<file path="src/rtl/rr_pkg.sv">
// Shared constants and state type for the round-robin grant controller.
package rr_pkg;

  localparam int N         = 8;
  localparam int IDX_W     = 3;
  localparam int DWELL_DEF = 16;

  typedef enum logic {
    IDLE  = 1'b0,
    GRANT = 1'b1
  } rr_state_t;

endpackage

</file>
<file path="src/rtl/rr_grant_ctrl_pick8.sv">
// Combinational circular picker: first set request at or after ptr, wrapping 7->0.
module rr_pick8
  import rr_pkg::*;
(
  input  logic [N-1:0]     req,
  input  logic [IDX_W-1:0] ptr,
  output logic [IDX_W-1:0] pick_idx,
  output logic             pick_any
);

  logic [N-1:0]     w_rot;
  logic [IDX_W-1:0] w_off;

  always_comb begin
    // rotate right so the search start lands on bit 0
    w_rot = (req >> ptr) | (req << (4'd8 - {1'b0, ptr}));
    w_off = '0;
    for (int i = N - 1; i >= 0; i--) begin
      if (w_rot[i]) w_off = IDX_W'(i);
    end
    pick_idx = w_off + ptr;
    pick_any = |req;
  end

endmodule

</file>
<file path="src/rtl/rr_grant_ctrl.sv">
// Round-robin arbiter for eight requesters; one registered one-hot grant at a time.
// Optional dwell timeout compiled in with `define RR_DWELL_TIMEOUT_EN.
module rr_grant_ctrl
  import rr_pkg::*;
#(
  parameter int N     = rr_pkg::N,
  parameter int IDX_W = rr_pkg::IDX_W,
  parameter int DWELL = rr_pkg::DWELL_DEF
) (
  input  logic             clk,
  input  logic             rst_n,
  input  logic [N-1:0]     req,
  input  logic             en,
  output logic [N-1:0]     grant,
  output logic [IDX_W-1:0] gnt_idx,
  output logic             gnt_valid,
  output logic [IDX_W-1:0] ptr
);

  if (DWELL < 2 || DWELL > 255) begin : g_dwell_range
    $error("rr_grant_ctrl: DWELL must be in 2..255");
  end

  rr_state_t        r_state, w_state_nxt;
  logic [N-1:0]     r_grant, w_grant_nxt;
  logic [IDX_W-1:0] r_gnt_idx, w_gnt_idx_nxt;
  logic             r_gnt_valid, w_gnt_valid_nxt;
  logic [IDX_W-1:0] r_ptr, w_ptr_nxt;
  logic [IDX_W-1:0] w_pick_idx;
  logic             w_pick_any;
  logic             w_release;
  logic             w_timeout;

  rr_pick8 u_pick (
    .req      (req),
    .ptr      (r_ptr),
    .pick_idx (w_pick_idx),
    .pick_any (w_pick_any)
  );

  assign w_release = ~req[r_gnt_idx];

`ifdef RR_DWELL_TIMEOUT_EN
  localparam logic [7:0] DWELL_LAST = 8'(DWELL - 1);
  logic [7:0] r_dwell, w_dwell_nxt;
  logic       w_dwell_end;
  logic       w_others;

  assign w_dwell_end = (r_dwell == DWELL_LAST);
  assign w_others    = |(req & ~r_grant);
  assign w_timeout   = w_dwell_end & w_others;

  always_ff @(posedge clk or negedge rst_n) begin
    if (!rst_n) r_dwell <= 8'd0;
    else        r_dwell <= w_dwell_nxt;
  end
`else
  assign w_timeout = 1'b0;
`endif

  // State, pointer and output registers
  always_ff @(posedge clk or negedge rst_n) begin
    if (!rst_n) begin
      r_state     <= IDLE;
      r_grant     <= '0;
      r_gnt_idx   <= '0;
      r_gnt_valid <= 1'b0;
      r_ptr       <= '0;
    end else begin
      r_state     <= w_state_nxt;
      r_grant     <= w_grant_nxt;
      r_gnt_idx   <= w_gnt_idx_nxt;
      r_gnt_valid <= w_gnt_valid_nxt;
      r_ptr       <= w_ptr_nxt;
    end
  end

  always_comb begin
    w_state_nxt = r_state;
    case (r_state)
      IDLE:    if (en && w_pick_any) w_state_nxt = GRANT;
      GRANT:   if (!en || w_release || w_timeout) w_state_nxt = IDLE;
      default: w_state_nxt = IDLE;
    endcase
  end

  always_comb begin
    w_grant_nxt     = r_grant;
    w_gnt_idx_nxt   = r_gnt_idx;
    w_gnt_valid_nxt = r_gnt_valid;
    w_ptr_nxt       = r_ptr;
`ifdef RR_DWELL_TIMEOUT_EN
    w_dwell_nxt     = r_dwell;
`endif
    case (r_state)
      IDLE: begin
        if (en && w_pick_any) begin
          w_grant_nxt     = N'(1) << w_pick_idx;
          w_gnt_idx_nxt   = w_pick_idx;
          w_gnt_valid_nxt = 1'b1;
`ifdef RR_DWELL_TIMEOUT_EN
          w_dwell_nxt     = 8'd0;
`endif
        end
      end
      GRANT: begin
        // en=0 drops the grant without advancing the pointer
        if (!en || w_release || w_timeout) begin
          w_grant_nxt     = '0;
          w_gnt_idx_nxt   = '0;
          w_gnt_valid_nxt = 1'b0;
          if (en) w_ptr_nxt = r_gnt_idx + 1'b1;
        end else begin
`ifdef RR_DWELL_TIMEOUT_EN
          w_dwell_nxt = w_dwell_end ? 8'd0 : r_dwell + 8'd1;
`endif
        end
      end
      default: begin
        w_grant_nxt     = '0;
        w_gnt_idx_nxt   = '0;
        w_gnt_valid_nxt = 1'b0;
      end
    endcase
  end

  assign grant     = r_grant;
  assign gnt_idx   = r_gnt_idx;
  assign gnt_valid = r_gnt_valid;
  assign ptr       = r_ptr;

endmodule

</file>
<file path="config.mk">
export PLATFORM = sky130hd
export DESIGN_NAME = rr_grant_ctrl
export DESIGN_NICKNAME = d
export VERILOG_FILES = /design/src/rtl/rr_pkg.sv /design/src/rtl/rr_grant_ctrl_pick8.sv /design/src/rtl/rr_grant_ctrl.sv
export SDC_FILE = /design/constraint.sdc
export NUM_CORES = 1
export LEC_CHECK = 0
export CAP_MARGIN = 20
export CORE_MARGIN = 2
export CORE_UTILIZATION = 45
export DETAILED_ROUTE_END_ITERATION = 8
export PLACE_DENSITY = 0.71
export SLEW_MARGIN = 20
export SYNTH_ARGS = -nofsm -noshare
export SYNTH_HDL_FRONTEND = slang
export SYNTH_SLANG_ARGS = --single-unit
</file>
<file path="constraint.sdc">
create_clock -name clk -period 3.9 [get_ports clk]
set_input_delay 0.39 -clock clk [delete_from_list [all_inputs] [get_ports clk]]
set_output_delay 0.39 -clock clk [all_outputs]
set_load 0.1 [all_outputs]
</file>
==> out/metrics.yaml <==
status:
  status: "finished, final reports clean"
finish:
  layout-drive-gt1-share_pct: 22.69
  synthToLayoutAreaGrowth_pct: 29.13
  most-common-layout-cells: "25 x nand2_1, 25 x clkdlybuf4s50_1, 13 x nand3_1, 13 x dfrtp_1, 11 x nor2_1"
  multi_input_area_um2: 1306
  fin_nets: 232
  fill_cells: 316
  antenna_cells: 0
  register_area_um2: 409.1
setup_path:
  cp.arrival_ps: 3870
  endpoint_kind: "flip-flop"
  r2r_start: "ptr[1]$_DFFE_PN0P_"
  worst_setup_path_start_kind: "flip-flop"
  r2r-end: "grant[5]$_DFFE_PN0P_"
  r2r_slack_ps: 220
  crit_type: "flip-flop to flip-flop"
  path_max_fanout: 9
  r2r_cells: 14
  cp.required_ps: 4090
detailed_routing:
  routed_via_density: 6.375
  first_iter_violations: 131
  firstDrtPassIters: 4
  drtAntennaViolNets: 0
  post_drt_wl_per_cell_um: 18.20
  drt_wl_total_um: 4806
  vias: 1683
  drc: 0
clock_network:
  cts_max_level: 1
  cts.root.buffer_cell: "clkbuf_8"
  cts_tree: "yes"
  cts.sinks: 16
  hold_buffers: 0
  insertion_delay_ps: 250
  cts_max_path_buffers: 2
  cts-buffers-inserted: 3
  clkTransAtPathRegs_ps: 60
timing:
  clock_skew_ps: 3.524
  fin_crit_ps: 3680
  finalHoldViolCount: 0
  rsz0062_at_grt: "false"
  timing.fmax_ghz: 0.2717
  drv_slew: 0
  relSlewSlack_pct: 34.26
  worst_slack_ps: 219.7
  tns_ps: 0
  worst_pin_slew_ps: 983.0
  fin_crit_sh_pct: 94.37
  setup_viol: 0
synthesis:
  async_reset_ff_share_pct: 100.0
  synth.avg_cell_area_um2: 8.959
  synth_nets: 202
  synth_edf_count: 0
  ys_ff_latch: 16
  ys_seq_area_share_pct: 23.90
  syn-instance-count: 187
  ys.flop_type: "dfrtp_1"
  netlist_area_um2: 1675
  synth_cell_types: 61
  yosysWarnings: 0
global_route:
  grtUsageTotal_pct: 24.01
  grt_antenna_before_repair: 0
  grt_max_degree: 24
  grt_pass1_vias: 1608
  grt_pass1_wl_um: 7838
  grt-ovfl-total: 0
placed_design:
  post-place-ws_ps: 138.9
  place_hpwl_um: 3632
  port_buffers: 25
  gp_congestion: 0.8846
flow_run:
  drv_cap: 0
die:
  io_pins: 26
  core_um2: 3606
  initial_core_util_pct: 46.46
  rows: 22
  fp.dieH_um: 65.02
  dieArea_um2: 4227
  die_w_um: 65.02
hold_path:
  min_from: "gnt_valid$_DFFE_PN0P_"
  worstHoldPathCells: 2
  min_to: "gnt_valid$_DFFE_PN0P_"
  hold_class: "flip-flop to flip-flop"
## Yosys cell counts (all sizes together) (5+ instances only)
cell type | count | area [um^2]
nand2b | 6 | 37.54
mux2i | 12 | 136.4
o21ai | 7 | 35.03
nor4 | 5 | 31.28
nor3 | 6 | 35.03
nand3 | 15 | 75.07
dfrtp | 16 | 400.4
nand2 | 25 | 93.84
a22oi | 5 | 42.54
nor2 | 12 | 47.55
o211ai | 5 | 37.54
buf | 7 | 48.79
## sequential cells by signal (all words and copies together), names as in the netlist
signal	count
gnt_idx	3
ptr	3
grant	8
r_state	1
gnt_valid	1
## kinds of logic after synthesis
kind of cell	count (synthesis)	synth area share (%)
and+or+nand+nor	80	24.05
AOI/OAI and AO/OA	51	26.44
muxes	18	14.86
DFF	16	23.90
buffers and inverters	13	4.256
xor gates and xnor gates	5	3.063
adders and majority gates	4	3.436
## stage by stage
stage / area [um^2] / instances / util, % / hold slack [ps]
floorplan: 1762 / 187 / - / 94.41
global placement: 2058 / 259 / 57.08 / 463.5
detailed placement: 2058 / 259 / 57.08 / 468.7
CTS: 2113 / 263 / 58.61 / 490.8
global route: 2163 / 264 / 59.99 / 509.8
finish: 2163 / 264 / 59.99 / 490.7
## final cells by class
| type | instances | share of cell area (%) |
|---|---|---|
| multi-input combinational | 158 | 60.38 |
| sequential | 16 | 18.91 |
| tap | 48 | 2.776 |
| inverter | 4 | 0.6940 |
| clock buffer | 4 | 2.545 |
| timing repair buffer | 34 | 14.69 |
## per-layer routing
metal / GRT usage, % / vias up / wire length [um]
met5: 0 / - / 0
met4: 9.896 / 0 / 126
li1: - / 794 / -
met3: 2.604 / 15 / 203
met2: 40.85 / 61 / 2434
met1: 31.09 / 813 / 2042
## worst max path at each step
| stage | startpoint | end | slack, ps | depth (start not counted) |
|---|---|---|---|---|
| 4_1_cts | ptr[1]$_DFFE_PN0P_ | grant[6]$_DFFE_PN0P_ | 120 | 15 |
| 2_1_floorplan | ptr[0]$_DFFE_PN0P_ | grant[5]$_DFFE_PN0P_ | 8 | 17 |
| 5_1_grt | ptr[1]$_DFFE_PN0P_ | grant[6]$_DFFE_PN0P_ | 70 | 14 |
| 6_report | ptr[1]$_DFFE_PN0P_ | grant[5]$_DFFE_PN0P_ | 220 | 14 |
| 3_3_place_gp | req[4] | grant[6]$_DFFE_PN0P_ | 40 | 14 |
| 3_5_place_dp | req[4] | grant[6]$_DFFE_PN0P_ | 140 | 12 |
## what timing repair did
action / 4_1_cts / 5_1_grt
setup endpoints to repair: 0 / 8
resized for setup: 0 / 7
buffers inserted: 0 / 1
## worst max-delay path: stages, from the launching register on
cell and delay [ps]:
dfrtp_4 470, inv_1 170, ha_4 270, mux2i_1 150, mux2i_1 350, a221o_1 380, o21ai_0 140, a31oi_1 160
ha_1 160, inv_1 50, fa_2 640, nand3_2 150, nor4_1 340, a22oi_1 110, nand3_1 100
Power is not shown: default switching activity piles up to over one toggle a cycle in this logic, so the estimate is an artifact.
